`config.mk`:
```
export PLATFORM = sky130hd
export DESIGN_NAME = cfs_apb_irq_ctrl_flat
export DESIGN_NICKNAME = d
export VERILOG_FILES = /design/src/rtl/cfs_apb_irq_ctrl_if.sv /design/src/rtl/cfs_apb_irq_ctrl.sv /design/src/flat_wrapper.sv
export SDC_FILE = /design/constraint.sdc
export NUM_CORES = 1
export LEC_CHECK = 0
export CAP_MARGIN = 5
export CELL_PAD_IN_SITES_DETAIL_PLACEMENT = 0
export CELL_PAD_IN_SITES_GLOBAL_PLACEMENT = 1
export CORE_ASPECT_RATIO = 1.2
export CORE_MARGIN = 3
export CORE_UTILIZATION = 36
export DETAILED_ROUTE_END_ITERATION = 8
export PLACE_DENSITY_LB_ADDON = 0.1
export SYNTH_ARGS = -nofsm -noshare
export SYNTH_HDL_FRONTEND = slang
export SYNTH_SLANG_ARGS = --single-unit
export TNS_END_PERCENT = 30
```
`constraint.sdc`:
```
create_clock -name pclk -period 2.4 [get_ports pclk]
set_input_delay 0.24 -clock pclk [delete_from_list [all_inputs] [get_ports pclk]]
set_output_delay 0.24 -clock pclk [all_outputs]
set_load 0.005 [all_outputs]
```
`src/rtl/cfs_apb_irq_ctrl_if.sv`:
```
// APB slave bus bundle for the interrupt-controller register block.
interface cfs_apb_irq_ctrl_if #(
  parameter int APB_ADDR_WIDTH = 16
);
  logic [APB_ADDR_WIDTH-1:0] paddr;
  logic                      pwrite;
  logic                      psel;
  logic                      penable;
  logic [31:0]               pwdata;
  logic                      pready;
  logic [31:0]               prdata;
  logic                      pslverr;

  modport master (
    output paddr, pwrite, psel, penable, pwdata,
    input  pready, prdata, pslverr
  );

  modport slave (
    input  paddr, pwrite, psel, penable, pwdata,
    output pready, prdata, pslverr
  );
endinterface

```
`src/rtl/cfs_apb_irq_ctrl.sv`:
```
// Parametrised APB interrupt controller: edge/level sources, sticky W1C status,
// per-source enable, saturating event counter, programmable wait states.
//
// state | meaning
// IDLE  | waiting for psel&penable (re-armed only after the access drops)
// WAIT  | counting down wait states, access must stay asserted
// RESP  | pready high for one cycle with registered prdata/pslverr
module cfs_apb_irq_ctrl #(
  parameter int                APB_ADDR_WIDTH = 16,
  parameter int                N_IRQ          = 8,
  parameter int                WAIT_STATES    = 0,
  parameter int                CNT_WIDTH      = 16,
  parameter logic [N_IRQ-1:0]  SRC_RESET_VAL  = '0
) (
  input  logic                 pclk,
  input  logic                 presetn,
  cfs_apb_irq_ctrl_if.slave    apb,
  input  logic [N_IRQ-1:0]     irq_src,
  output logic [N_IRQ-1:0]     irq_stat,
  output logic                 irq
);

  typedef enum logic [1:0] {
    ST_IDLE = 2'd0,
    ST_WAIT = 2'd1,
    ST_RESP = 2'd2
  } state_t;

  localparam logic [3:0]           WS      = 4'(WAIT_STATES);
  localparam logic [CNT_WIDTH-1:0] CNT_MAX = '1;
  localparam logic [CNT_WIDTH-1:0] CNT_ONE = CNT_WIDTH'(1);

  state_t               state_q, state_d;
  logic [3:0]           wcnt_q, wcnt_d;
  logic                 hold_q;
  logic                 access;
  logic                 commit;

  logic                 addr_hi_ok;
  logic [2:0]           word;
  logic                 sel_en, sel_mode, sel_stat, sel_raw, sel_cnt;
  logic                 addr_ok;
  logic                 acc_err;
  logic                 wr_commit;
  logic [31:0]          rdata_d;
  logic [31:0]          prdata_q;
  logic                 pslverr_q;

  logic [N_IRQ-1:0]     irqen_q, irqen_d;
  logic [N_IRQ-1:0]     mode_q, mode_d;
  logic [N_IRQ-1:0]     stat_q, stat_d;
  logic [N_IRQ-1:0]     src_q;
  logic [N_IRQ-1:0]     set_v;
  logic [N_IRQ-1:0]     w1c;
  logic                 stat_rise;
  logic [CNT_WIDTH-1:0] evcnt_q, evcnt_d;
  logic                 irq_q;

  logic                 unused_bits;
  assign unused_bits = ^{apb.paddr[1:0], apb.pwdata};

  assign access = apb.psel & apb.penable;

  // FSM: next state, wait counter and the commit strobe for side effects
  always_comb begin
    state_d = state_q;
    wcnt_d  = wcnt_q;
    commit  = 1'b0;
    case (state_q)
      ST_IDLE: begin
        if (access && !hold_q) begin
          wcnt_d = WS;
          if (WS == 4'd0) begin
            commit  = 1'b1;
            state_d = ST_RESP;
          end else begin
            state_d = ST_WAIT;
          end
        end
      end
      ST_WAIT: begin
        if (!access) begin
          state_d = ST_IDLE;
        end else if (wcnt_q <= 4'd1) begin
          commit  = 1'b1;
          state_d = ST_RESP;
        end else begin
          wcnt_d = wcnt_q - 4'd1;
        end
      end
      ST_RESP: state_d = ST_IDLE;
      default: state_d = ST_IDLE;
    endcase
  end

  always_ff @(posedge pclk or negedge presetn) begin
    if (!presetn) begin
      state_q <= ST_IDLE;
      wcnt_q  <= 4'd0;
      hold_q  <= 1'b0;
    end else begin
      state_q <= state_d;
      wcnt_q  <= wcnt_d;
      if (state_q == ST_RESP)
        hold_q <= 1'b1;
      else if (!access)
        hold_q <= 1'b0;
    end
  end

  // Address decode
  assign addr_hi_ok = (apb.paddr[APB_ADDR_WIDTH-1:5] == '0);
  assign word       = apb.paddr[4:2];
  assign sel_en     = addr_hi_ok && (word == 3'd0);
  assign sel_mode   = addr_hi_ok && (word == 3'd1);
  assign sel_stat   = addr_hi_ok && (word == 3'd2);
  assign sel_raw    = addr_hi_ok && (word == 3'd3);
  assign sel_cnt    = addr_hi_ok && (word == 3'd4);
  assign addr_ok    = addr_hi_ok && (word <= 3'd4);
  assign acc_err    = !addr_ok || (apb.pwrite && sel_raw);
  assign wr_commit  = commit & apb.pwrite;

  always_comb begin
    rdata_d = '0;
    if (!apb.pwrite) begin
      if (sel_en)   rdata_d[N_IRQ-1:0]     = irqen_q;
      if (sel_mode) rdata_d[N_IRQ-1:0]     = mode_q;
      if (sel_stat) rdata_d[N_IRQ-1:0]     = stat_q;
      if (sel_raw)  rdata_d[N_IRQ-1:0]     = irq_src;
      if (sel_cnt)  rdata_d[CNT_WIDTH-1:0] = evcnt_q;
    end
  end

  // Response registers only carry data in the RESP cycle
  always_ff @(posedge pclk or negedge presetn) begin
    if (!presetn) begin
      prdata_q  <= '0;
      pslverr_q <= 1'b0;
    end else begin
      prdata_q  <= commit ? rdata_d : '0;
      pslverr_q <= commit & acc_err;
    end
  end

  assign apb.pready  = (state_q == ST_RESP);
  assign apb.prdata  = prdata_q;
  assign apb.pslverr = pslverr_q;

  // Interrupt source, status and counter logic
  always_comb begin
    irqen_d   = (wr_commit && sel_en)   ? apb.pwdata[N_IRQ-1:0] : irqen_q;
    mode_d    = (wr_commit && sel_mode) ? apb.pwdata[N_IRQ-1:0] : mode_q;
    w1c       = (wr_commit && sel_stat) ? apb.pwdata[N_IRQ-1:0] : '0;
    set_v     = irq_src & (mode_q | ~src_q);
    stat_d    = set_v | (stat_q & ~w1c);
    stat_rise = |(stat_d & ~stat_q);
  end

  // A clear that coincides with a new event keeps that event
  always_comb begin
    evcnt_d = evcnt_q;
    if (wr_commit && sel_cnt)
      evcnt_d = stat_rise ? CNT_ONE : '0;
    else if (stat_rise && (evcnt_q != CNT_MAX))
      evcnt_d = evcnt_q + CNT_ONE;
  end

  always_ff @(posedge pclk or negedge presetn) begin
    if (!presetn) begin
      irqen_q <= '0;
      mode_q  <= '0;
      stat_q  <= '0;
      src_q   <= SRC_RESET_VAL;
      evcnt_q <= '0;
      irq_q   <= 1'b0;
    end else begin
      irqen_q <= irqen_d;
      mode_q  <= mode_d;
      stat_q  <= stat_d;
      src_q   <= irq_src;
      evcnt_q <= evcnt_d;
      irq_q   <= |(stat_d & irqen_d);
    end
  end

  assign irq_stat = stat_q;
  assign irq      = irq_q;

endmodule

```
`src/flat_wrapper.sv`:
```
// flat-port wrapper written by rule: the top's interface ports become plain ports
module cfs_apb_irq_ctrl_flat 
#(
  parameter int                APB_ADDR_WIDTH = 16,
  parameter int                N_IRQ          = 8,
  parameter int                WAIT_STATES    = 0,
  parameter int                CNT_WIDTH      = 16,
  parameter logic [N_IRQ-1:0]  SRC_RESET_VAL  = '0
)
  (pclk, presetn, irq_src, irq_stat, irq, apb_paddr, apb_pwrite, apb_psel, apb_penable, apb_pwdata, apb_pready, apb_prdata, apb_pslverr);
  cfs_apb_irq_ctrl_if #(.APB_ADDR_WIDTH(APB_ADDR_WIDTH)) apb_i ();
  input  logic pclk;
  input  logic presetn;
  input  logic [N_IRQ-1:0] irq_src;
  output logic [N_IRQ-1:0] irq_stat;
  output logic irq;
  input wire logic [$bits(apb_i.paddr)-1:0] apb_paddr;
  input wire logic [$bits(apb_i.pwrite)-1:0] apb_pwrite;
  input wire logic [$bits(apb_i.psel)-1:0] apb_psel;
  input wire logic [$bits(apb_i.penable)-1:0] apb_penable;
  input wire logic [$bits(apb_i.pwdata)-1:0] apb_pwdata;
  output wire logic [$bits(apb_i.pready)-1:0] apb_pready;
  output wire logic [$bits(apb_i.prdata)-1:0] apb_prdata;
  output wire logic [$bits(apb_i.pslverr)-1:0] apb_pslverr;
  assign apb_i.paddr = apb_paddr;
  assign apb_i.pwrite = apb_pwrite;
  assign apb_i.psel = apb_psel;
  assign apb_i.penable = apb_penable;
  assign apb_i.pwdata = apb_pwdata;
  assign apb_pready = apb_i.pready;
  assign apb_prdata = apb_i.prdata;
  assign apb_pslverr = apb_i.pslverr;
  cfs_apb_irq_ctrl #(.APB_ADDR_WIDTH(APB_ADDR_WIDTH), .N_IRQ(N_IRQ), .WAIT_STATES(WAIT_STATES), .CNT_WIDTH(CNT_WIDTH), .SRC_RESET_VAL(SRC_RESET_VAL)) u_core (.pclk(pclk), .presetn(presetn), .apb(apb_i), .irq_src(irq_src), .irq_stat(irq_stat), .irq(irq));
endmodule
```
==> impl_metrics.toml <==
[grt]
grt_pass1_wl_um = 13770
grt-ovfl-total = 0
grt_max_degree = 25
grt_pass1_vias = 2752
grt_usage_pct = 16.61
antenna_found_initial = 0

[setup_path]
startpoint = "u_core.evcnt_q[0]"
setup.worst_path.class = "flop to flop"
regToRegSetupSlack_ps = 290
crit_required_ps = 2660
crit_fanout = 15
crit_path_start_kind = "flop"
reg2reg_from = "u_core.evcnt_q[0]"
crit_arrival_ps = 2370
cp-end-kind = "flop"

[synth]
yosysUniqueCellTypes = 50
ys_async_sr_fraction_pct = 100.0
synthTopCellsByArea = "dfrtp_1, mux4_2, buf_4"
ys_ff_latch = 68
synth_top_area_share_pct = 51.09
ys.flop_type = "dfrtp_1"
netlist_instances = 303
syn_area_um2 = 3331
ys_seq_area_share_pct = 51.09
synth_common_cells = "dfrtp_1, o21ai_0, buf_4, inv_1, a21oi_1"
ys.warnings.count = 0
yosysTopAreaCell = "dfrtp_1"
syn_avg_cell_area_um2 = 10.99
synth_edf_count = 0
yosysMostFrequentCell = "dfrtp_1"

[job]
cap_violations = 0

[sta]
hold_violations = 0
tightest_slew_ps = 512.0
finalClockSkew_ps = 9.034
setup_viol = 0
slew_viol_final = 0
clock.fmax_ghz = 0.4733
min_period_over_period_pct = 88.03
finalSetupTns_ps = 0
maxSlewHeadroom_pct = 65.86
rsz0062_at_grt = "false"
layout_min_cycle_time_ps = 2113

[route]
drtPass1Iterations = 5
drt-met1-wl_um = 3536
via_per_inst = 5.134
drt_iter0_markers = 111
wl_met2_um = 4291
routedWlPerCell_um = 15.96
drc = 0
routed.top_layer = "met4"
route.met3.wl_um = 216
final_antenna_net_count = 0
wl_um = 8203
num_vias = 2639

[floorplanning]
die_w_um = 93.81
ios = 104
design.die.area_um2 = 10450
die_h_um = 111.4
rows = 37
coreArea_um2 = 8796
initial_utilization_pct = 37.87

[clock_network]
htree_levels = 3
cts_resized = 0
cts_num_sinks = 68
cts_tree = "yes"
cts_buffer_depth = 2
clk_latency_ps = 340
cts-root-buf = "clkbuf_8"
cts_buffers = 9
cts_setup_buffers = 0
clk_pin_slew_worst_paths_ps = 80

[cells_and_area]
antenna-diode-count = 0
nets = 454
drive_above_1_share_pct = 20.40
design_area_um2 = 4441
syn_to_final_growth_pct = 33.32

[worst_hold_path]
hold_class = "primary input to flop"
min_from = "irq_src[3]"

[pwr]
max-vdd-ir-drop_v = 0.0002888
power_density_nw_per_um2 = 599.1
p_leak_nw = 1.940

[run_status]
status = "complete, no violations"

[place]
routabilityCongestion = 0.8116
dp_hpwl_um = 6195
port_buffers = 61
dpl_cell_area_um2 = 4192
worst max-delay path, cell delays in order (launching register included):
cell      delay (ps)
dfrtp_1          390
ha_1             270
nand3_1          110
nor2_1            50
and4_4           250
nand3b_4         220
or4_2            550
a21oi_1          190
layer usage:
| layer | GRT usage [%] | vias to the layer above |
|---|---|---|
| met4 | 6.262 | 0 |
| li1 | - | 1268 |
| met2 | 27.85 | 43 |
| met5 | 0 | - |
| met1 | 21.63 | 1316 |
| met3 | 2.365 | 12 |
where the power goes:
part / internal (mW) / switching [mW] / total [mW] / leakage (nW)
combinational: 0.135 / 0.153 / 0.287 / 0.940
clock: 0.693 / 0.465 / 1.16 / 0.117
sequential: 1.18 / 0.0340 / 1.22 / 0.883
total: 2.01 / 0.651 / 2.66 / 1.94
cell type report:
class | count | area [µm²]
Fill cell | 830 | 4355
Sequential cell | 68 | 1702
Multi-Input combinational cell | 202 | 1425
Timing Repair Buffer | 93 | 860.8
Tap cell | 117 | 146.4
Clock buffer | 10 | 127.6
Clock inverter | 6 | 111.4
Inverter | 18 | 67.56
metrics by stage:
step           instances  hold WS [ps]  power [mW]  worst slack, ps  util [%]
3_3_place_gp         497         239.4       1.522            22.53     47.65
3_5_place_dp         497         247.0       1.527            29.04     47.65
6_report             514         384.7       2.660            287.2     50.48
5_1_grt              514         398.5       2.772            141.1     50.48
2_1_floorplan        318        -55.59       1.380            483.1         -
4_1_cts              514         375.5       2.693            285.3     50.48
state kept, by name, indices dropped and copies added, names as in the netlist:
register and flops:
u_core.hold_q 1, u_core.src_q 8, u_core.irq_stat 8, u_core.irqen_q 8, u_core.evcnt_q 16, u_core.apb.prdata 16
u_core.mode_q 8, u_core.state_q 1, u_core.irq 1, u_core.apb.pslverr 1
logic make-up after synthesis:
family,Yosys count,synth area share (%)
fa+ha+maj,1,0.3756
simple gates,94,17.62
buf+inv,48,8.001
flops,68,51.09
compound gates,71,13.34
other cells,1,0.1126
mux,20,9.466
layout by cell type, fill, tap and decap left out, drive strengths merged, types with 10 or more instances in the layout:
| master | count |
|---|---|
| o21ai | 19 |
| clkbuf | 10 |
| mux2 | 12 |
| nand3 | 12 |
| and2 | 10 |
| conb | 16 |
| nor2 | 14 |
| o31ai | 10 |
| nand2 | 11 |
| buf | 32 |
| or4 | 11 |
| dfrtp | 68 |
| a21oi | 15 |
| clkdlybuf4s50 | 60 |
| a22oi | 12 |
| inv | 19 |
what timing repair did:
action | 4_1_cts | 5_1_grt
hold endpoints to repair | 21 | 0
hold buffers | 1 | 0
endpoints found under the setup margin | 0 | 0
path summary, 6_finish.rpt:
path	endpoint	cells past startpoint
setup / recovery	u_core.evcnt_q[14]	7
hold / removal	u_core.src_q[3]	1
setup reg to reg	u_core.evcnt_q[14]	7
hold reg to reg	u_core.hold_q	1
max in group asynchronous	u_core.mode_q[1]	3
min in group asynchronous	u_core.evcnt_q[14]	2
Power figures use the tool's default switching activity.
